File: config.mk
export PLATFORM = sky130hd
export DESIGN_NAME = regfile_sequencer
export DESIGN_NICKNAME = d
export VERILOG_FILES = /design/src/rtl/regfile_sequencer_pkg.sv /design/src/rtl/instr_decoder.sv /design/src/rtl/regfile_sequencer.sv
export SDC_FILE = /design/constraint.sdc
export NUM_CORES = 1
export LEC_CHECK = 0
export BUFFER_PORTS_ARGS = -buffer_cell sky130_fd_sc_hd__buf_2
export CAP_MARGIN = 20
export CORE_MARGIN = 2
export CORE_UTILIZATION = 40
export CTS_CLUSTER_SIZE = 14
export DETAILED_ROUTE_END_ITERATION = 16
export PLACE_DENSITY = 0.66
export SYNTH_ARGS = -nofsm -noshare
export SYNTH_HDL_FRONTEND = slang
export SYNTH_SLANG_ARGS = --single-unit
File: constraint.sdc
create_clock -name clk -period 1.8 [get_ports clk]
set_input_delay 0.36 -clock clk [delete_from_list [all_inputs] [get_ports clk]]
set_output_delay 0.36 -clock clk [all_outputs]
set_load 0.01 [all_outputs]
File: src/rtl/regfile_sequencer_pkg.sv
// Shared types for the 8-bit core sequencer: FSM states, opcodes,
// instruction field positions and the label register count.
package core_pkg;

    typedef enum logic [2:0] {
        S_IDLE   = 3'd0,
        S_FETCH  = 3'd1,
        S_DECODE = 3'd2,
        S_EXEC   = 3'd3,
        S_MEM    = 3'd4,
        S_WB     = 3'd5,
        S_HALT   = 3'd6
    } state_t;

    typedef enum logic [2:0] {
        OP_ALU   = 3'b000,
        OP_LOAD  = 3'b001,
        OP_STORE = 3'b010,
        OP_LSET  = 3'b011,
        OP_BR    = 3'b100,
        OP_HALT  = 3'b101
    } opcode_t;

    localparam int OP_HI = 8;
    localparam int OP_LO = 6;
    localparam int RA_HI = 5;
    localparam int RA_LO = 3;
    localparam int RB_HI = 2;
    localparam int RB_LO = 0;

    localparam int NUM_LABELS = 6;

endpackage

File: src/rtl/instr_decoder.sv
// Combinational instruction decoder: ir -> register selects, label select,
// instruction class and illegal flag. Ports: ir in; rs1/rs2/rd/label_rs/cls/illegal out.
module instr_decoder
    import core_pkg::*;
#(
    parameter int IW = 9
) (
    input  logic [IW-1:0] ir,
    output logic [2:0]    rs1,
    output logic [2:0]    rs2,
    output logic [2:0]    rd,
    output logic [3:0]    label_rs,
    output opcode_t       cls,
    output logic          illegal
);

    logic [2:0] op;
    logic [2:0] ra;
    logic [2:0] rb;

    assign op       = ir[OP_HI:OP_LO];
    assign ra       = ir[RA_HI:RA_LO];
    assign rb       = ir[RB_HI:RB_LO];
    assign label_rs = {1'b0, ra};

    always_comb begin
        rs1     = '0;
        rs2     = '0;
        rd      = '0;
        cls     = OP_ALU;
        illegal = 1'b0;
        case (op)
            OP_ALU: begin
                rs1 = ra;
                rs2 = rb;
                rd  = ra;
            end
            OP_LOAD: begin
                cls = OP_LOAD;
                rs1 = rb;
                rd  = ra;
            end
            OP_STORE: begin
                cls = OP_STORE;
                rs1 = ra;
                rs2 = rb;
            end
            OP_LSET: begin
                cls     = OP_LSET;
                rs1     = rb;
                rd      = ra;
                // only labels 0..NUM_LABELS-1 exist
                illegal = int'(ra) >= NUM_LABELS;
            end
            OP_BR:   cls = OP_BR;
            OP_HALT: cls = OP_HALT;
            default: illegal = 1'b1;
        endcase
    end

endmodule

File: src/rtl/regfile_sequencer.sv
// Multi-cycle control FSM: fetches, decodes and sequences register file,
// ALU and data memory; owns the PC.
// Ports: start; imem req/addr/ack/rdata; dmem req/we/ack; rs1/rs2/rd/label_rs;
// reg_write/label_read/label_write/wb_sel; regB_i/cond_i; pc/halted/illegal.
module regfile_sequencer
    import core_pkg::*;
#(
    parameter int PC_W = 8,
    parameter int IW   = 9
) (
    input  logic            clk,
    input  logic            rst_n,
    input  logic            start,
    output logic            imem_req,
    output logic [PC_W-1:0] imem_addr,
    input  logic            imem_ack,
    input  logic [IW-1:0]   imem_rdata,
    output logic            dmem_req,
    output logic            dmem_we,
    input  logic            dmem_ack,
    output logic [2:0]      rs1,
    output logic [2:0]      rs2,
    output logic [2:0]      rd,
    output logic [3:0]      label_rs,
    output logic            reg_write,
    output logic            label_read,
    output logic            label_write,
    output logic            wb_sel,
    input  logic [7:0]      regB_i,
    input  logic            cond_i,
    output logic [PC_W-1:0] pc,
    output logic            halted,
    output logic            illegal
);

    state_t          state;
    state_t          state_d;
    logic [IW-1:0]   ir;
    logic [IW-1:0]   ir_d;
    logic [PC_W-1:0] pc_d;
    logic            fetch_done;

    logic [2:0]      dec_rs1;
    logic [2:0]      dec_rs2;
    logic [2:0]      dec_rd;
    logic [3:0]      dec_lrs;
    opcode_t         dec_cls;
    logic            dec_illegal;

    logic            imem_req_d;
    logic            dmem_req_d;
    logic            dmem_we_d;
    logic            reg_write_d;
    logic            label_write_d;
    logic            label_read_d;
    logic            halted_d;
    logic            illegal_d;

    assign fetch_done = (state == S_FETCH) && imem_ack;
    assign imem_addr  = pc;

    // Decode the instruction being latched so selects and strobes can be
    // registered on the same edge that captures it.
    assign ir_d = fetch_done ? imem_rdata : ir;

    instr_decoder #(.IW(IW)) u_dec (
        .ir       (ir_d),
        .rs1      (dec_rs1),
        .rs2      (dec_rs2),
        .rd       (dec_rd),
        .label_rs (dec_lrs),
        .cls      (dec_cls),
        .illegal  (dec_illegal)
    );

    always_comb begin
        state_d = state;
        pc_d    = pc;
        case (state)
            S_IDLE, S_HALT: begin
                if (start) state_d = S_FETCH;
            end
            S_FETCH: begin
                if (imem_ack) begin
                    state_d = S_DECODE;
                    pc_d    = pc + PC_W'(1);
                end
            end
            S_DECODE: begin
                if (dec_illegal)             state_d = S_FETCH;
                else if (dec_cls == OP_HALT) state_d = S_HALT;
                else                         state_d = S_EXEC;
            end
            S_EXEC: begin
                case (dec_cls)
                    OP_LOAD, OP_STORE: state_d = S_MEM;
                    OP_BR: begin
                        state_d = S_FETCH;
                        if (cond_i) pc_d = PC_W'(regB_i);
                    end
                    default: state_d = S_WB;
                endcase
            end
            S_MEM: begin
                if (dmem_ack) begin
                    state_d = (dec_cls == OP_STORE) ? S_FETCH : S_WB;
                end
            end
            S_WB:    state_d = S_FETCH;
            default: state_d = S_IDLE;
        endcase

        // Outputs are registered images of the state being entered.
        imem_req_d    = state_d == S_FETCH;
        dmem_req_d    = state_d == S_MEM;
        dmem_we_d     = (state_d == S_MEM) && (dec_cls == OP_STORE);
        reg_write_d   = (state_d == S_WB) && (dec_cls != OP_LSET);
        label_write_d = (state_d == S_WB) && (dec_cls == OP_LSET);
        label_read_d  = ((state_d == S_DECODE) || (state_d == S_EXEC))
                        && (dec_cls == OP_BR) && !dec_illegal;
        halted_d      = state_d == S_HALT;
        illegal_d     = (state_d == S_DECODE) && dec_illegal;
    end

    always_ff @(posedge clk or negedge rst_n) begin
        if (!rst_n) begin
            state       <= S_IDLE;
            pc          <= '0;
            ir          <= '0;
            imem_req    <= 1'b0;
            dmem_req    <= 1'b0;
            dmem_we     <= 1'b0;
            reg_write   <= 1'b0;
            label_write <= 1'b0;
            label_read  <= 1'b0;
            halted      <= 1'b0;
            illegal     <= 1'b0;
            wb_sel      <= 1'b0;
            rs1         <= '0;
            rs2         <= '0;
            rd          <= '0;
            label_rs    <= '0;
        end else begin
            state       <= state_d;
            pc          <= pc_d;
            ir          <= ir_d;
            imem_req    <= imem_req_d;
            dmem_req    <= dmem_req_d;
            dmem_we     <= dmem_we_d;
            reg_write   <= reg_write_d;
            label_write <= label_write_d;
            label_read  <= label_read_d;
            halted      <= halted_d;
            illegal     <= illegal_d;
            // selects hold their decode values for the whole instruction
            if (fetch_done) begin
                rs1      <= dec_rs1;
                rs2      <= dec_rs2;
                rd       <= dec_rd;
                label_rs <= dec_lrs;
                wb_sel   <= dec_cls == OP_LOAD;
            end
        end
    end

endmodule

==> run summary <==
Vias/cell = 5.10
Synth warnings = 0
wirelength, routed = 4750 um
Crit path required time = 1.98 ns
Worst Hold Class = primary input to flop
pwr dens = 1680 mW/mm^2
flop2flop setup slack = 0.10 ns
Worst VDD drop = 700 uV
die height = 75.4 um
CTS tree = built
fmax = 589 MHz
clk_lat worst skew = 0.29 ns
CP Launch Type = flop
Clock transition at path regs = 0.08 ns
Post-synth EDFFs = 0
run status = complete, no violations
register area = 926 sq um
maximum net fanout on the critical path = 9
area grow syn2layout = 27.7%
post-synth top area share = 45.4%
crit path DAT = 1.88 ns
Post-synth ARST share = 100%
origin of the critical flop-to-flop path = state[2]
Synth area leader = dfrtp_1
clock skew = 0.0120 ns
clock tree buffer depth = 2
share of the clock period used by the worst path = 94.3%
largest net degree at the start of global routing = 22
Clock Tree Root = clkbuf_8
share of layout cells above drive strength 1 = 36.7%
R2R cell count = 6
initial antenna violation count = 0
Syn Area/Cell = 9.66 sq um
total power = 4.37 mW
drt initial violations = 102
final setup violation count = 0
sw power = 1.77 mW
Initial Util = 42.3%
unique cell type count in the Yosys netlist = 51
sequential share of the synthesized area = 45.4%
Multi-input gate area = 976 sq um
Post-Syn Nets = 235
hold violation total from the final report = 0
CTS Sinks = 37
Final ANT Viol Nets = 0
Slew Limit Fails = 0
part of the power in registers = 33.5%
Layout Nets = 301
Tot GR Track Use = 18.0%
Site Rows = 25
Finished Core Util = 54.1%
Slew HR = 67.6%
Internal Dissipation = 2.60 mW
ys flop type = dfrtp_1
Seq cells post-synth = 37
iteration count of the initial detailed-routing pass = 4
vias = 1,758
Synth area leaders = dfrtp_1 45%, nand2_1 6.1%, buf_4 3.7%, mux2i_1 3.4%, nor2_1 2.4%
Residual DRC = 0
Setup crit end = imem_addr[2]
worst reg2reg endpoint = imem_addr[2]
critical path capture point type = flop
WS Path Type = flop to flop
LEAKAGE = 1.31 nW
fin crit period = 1.70 ns
commonest non-fill, non-tap cell in the layout = buf_2
mapped cell area = 0.00204 sq mm
H-tree levels = 2
GP Congestion = 0.853
wire length per cell = 13.8 um
Comb pwr share = 49.5%
clock buffers created by TritonCTS = 5
# IOs = 61
PortBufs = 59
number of global-route vias before repair = 1,687
first-pass GRT wire length = 7740 um
Die Area = 0.00568 sq mm
Die X = 75.4 um
Fillers = 478
Worst Setup SP = state[2]
Max Cap Viol = 0
HPWL after detailed placement = 3560 um
Slew @ Worst Pin = 0.478 ns
ANT cells = 0
Core Box Area = 0.00482 sq mm
Sw Share = 40.5%
cell count after synthesis = 211
GR Overflow Total = 0
Clk pwr share = 17.0%
most frequent cells in the layout = 59 x buf_2, 37 x dfrtp_1, 33 x nand2_1, 18 x buf_4, 13 x nor2_1
## routing by layer
layer  wire length, um  track usage [%]  vias to the layer above
met5                 0                0                        -
met4                70             6.04                        0
met3               337             5.29                        9
met2              2180             27.9                       57
met1              2160             24.1                      833
li1                  -                -                      859
## registers in the layout (all words and copies together), names as in the netlist
register,flops
imem_addr,8
illegal,1
label_rs,3
halted,1
reg_write,1
dmem_req,1
rs1,3
imem_req,1
label_write,1
label_read,1
rd,3
wb_sel,1
state,3
dmem_we,1
ir,5
rs2,3
## Yosys cell counts (2+ instances only)
cell type  number
nand4b_1        2
a21oi_1         7
buf_4          10
o21ai_1         7
buf_6           2
buf_2           6
nand3_1         9
nor3b_1         3
nor2_1         13
xnor2_1         2
o21ai_0         7
dfrtp_1        37
and3_1          2
mux2i_1         7
or3b_1          2
a31oi_1         2
inv_1           7
nand3b_1        2
clkbuf_1        3
nand2_1        33
o21ai_2         2
o22a_1          3
nor3_1          4
nor2b_1         4
nand2b_1        2
o31ai_1         3
nand4bb_1       2
o311ai_1        2
a21o_1          3
a32oi_1         2
## how the worst min path moves through the flow
stage,start,to,cells after the start
floorplan,rst_n,dmem_req,0
global placement,rst_n,label_rs[0],1
detailed placement,rst_n,label_rs[0],1
CTS,regB_i[0],imem_addr[0],3
global route,imem_rdata[3],label_rs[0],3
finish,regB_i[0],imem_addr[0],3
## power by group through the flow
stage / clock network, mW / registers, mW / logic [mW]
2_1_floorplan: 0 / 1.54 / 1.32
3_3_place_gp: 0 / 1.46 / 2.03
3_5_place_dp: 0 / 1.48 / 2.06
4_1_cts: 0.759 / 1.47 / 2.09
5_1_grt: 0.783 / 1.53 / 2.41
6_report: 0.743 / 1.46 / 2.16
## final cells by class
type / instances / area share [%]
multi-input cells: 145 / 37.5
flip-flops and latches: 37 / 35.6
repair buffers: 80 / 18.1
clock buffers: 7 / 3.32
well taps: 67 / 3.22
clock inverters: 1 / 1.15
inverters: 8 / 1.15
## cells by family (layout without fill, tap and decap cells)
logic type / count (synthesis) / in the layout / share of synthesized area [%]
xor gates and xnor gates: 2 / 2 / 0.860
and+or+nand+nor: 88 / 88 / 23.8
DFF: 37 / 37 / 45.4
muxes: 8 / 8 / 4.54
buffers and inverters: 29 / 96 / 8.29
other: 1 / 1 / 0.184
AOI/OAI and AO/OA: 45 / 45 / 16.3
adders and majority gates: 1 / 1 / 0.614
## what timing repair did
item                                    CTS  global route
hold endpoints to repair                  1             0
pin swaps                                 0             0
buffers inserted                          0             2
hold buffers                              1             0
endpoints found under the setup margin    1             6
gates resized for setup                   2             6
## critical path, stage by stage (launching register included)
cell and delay, ns:
dfrtp_1 0.41, and4bb_2 0.37, buf_4 0.18, nor2_1 0.06, o21ai_2 0.25, mux2i_1 0.23, a21oi_1 0.08
## through the flow
step	area [sq um]	setup slack (ns)	TNS [ns]	cells	hold slack, ns
after floorplan	2040	0.252	0	211	0.0644
after global placement	2430	0.00645	0	334	0.316
after detailed placement	2430	-0.101	-0.101	334	0.318
after CTS	2560	0.0358	0	343	0.287
after global routing	2600	-0.00607	-0.00607	345	0.331
final	2600	0.102	0	345	0.293
(Power assumes the default switching activity.)
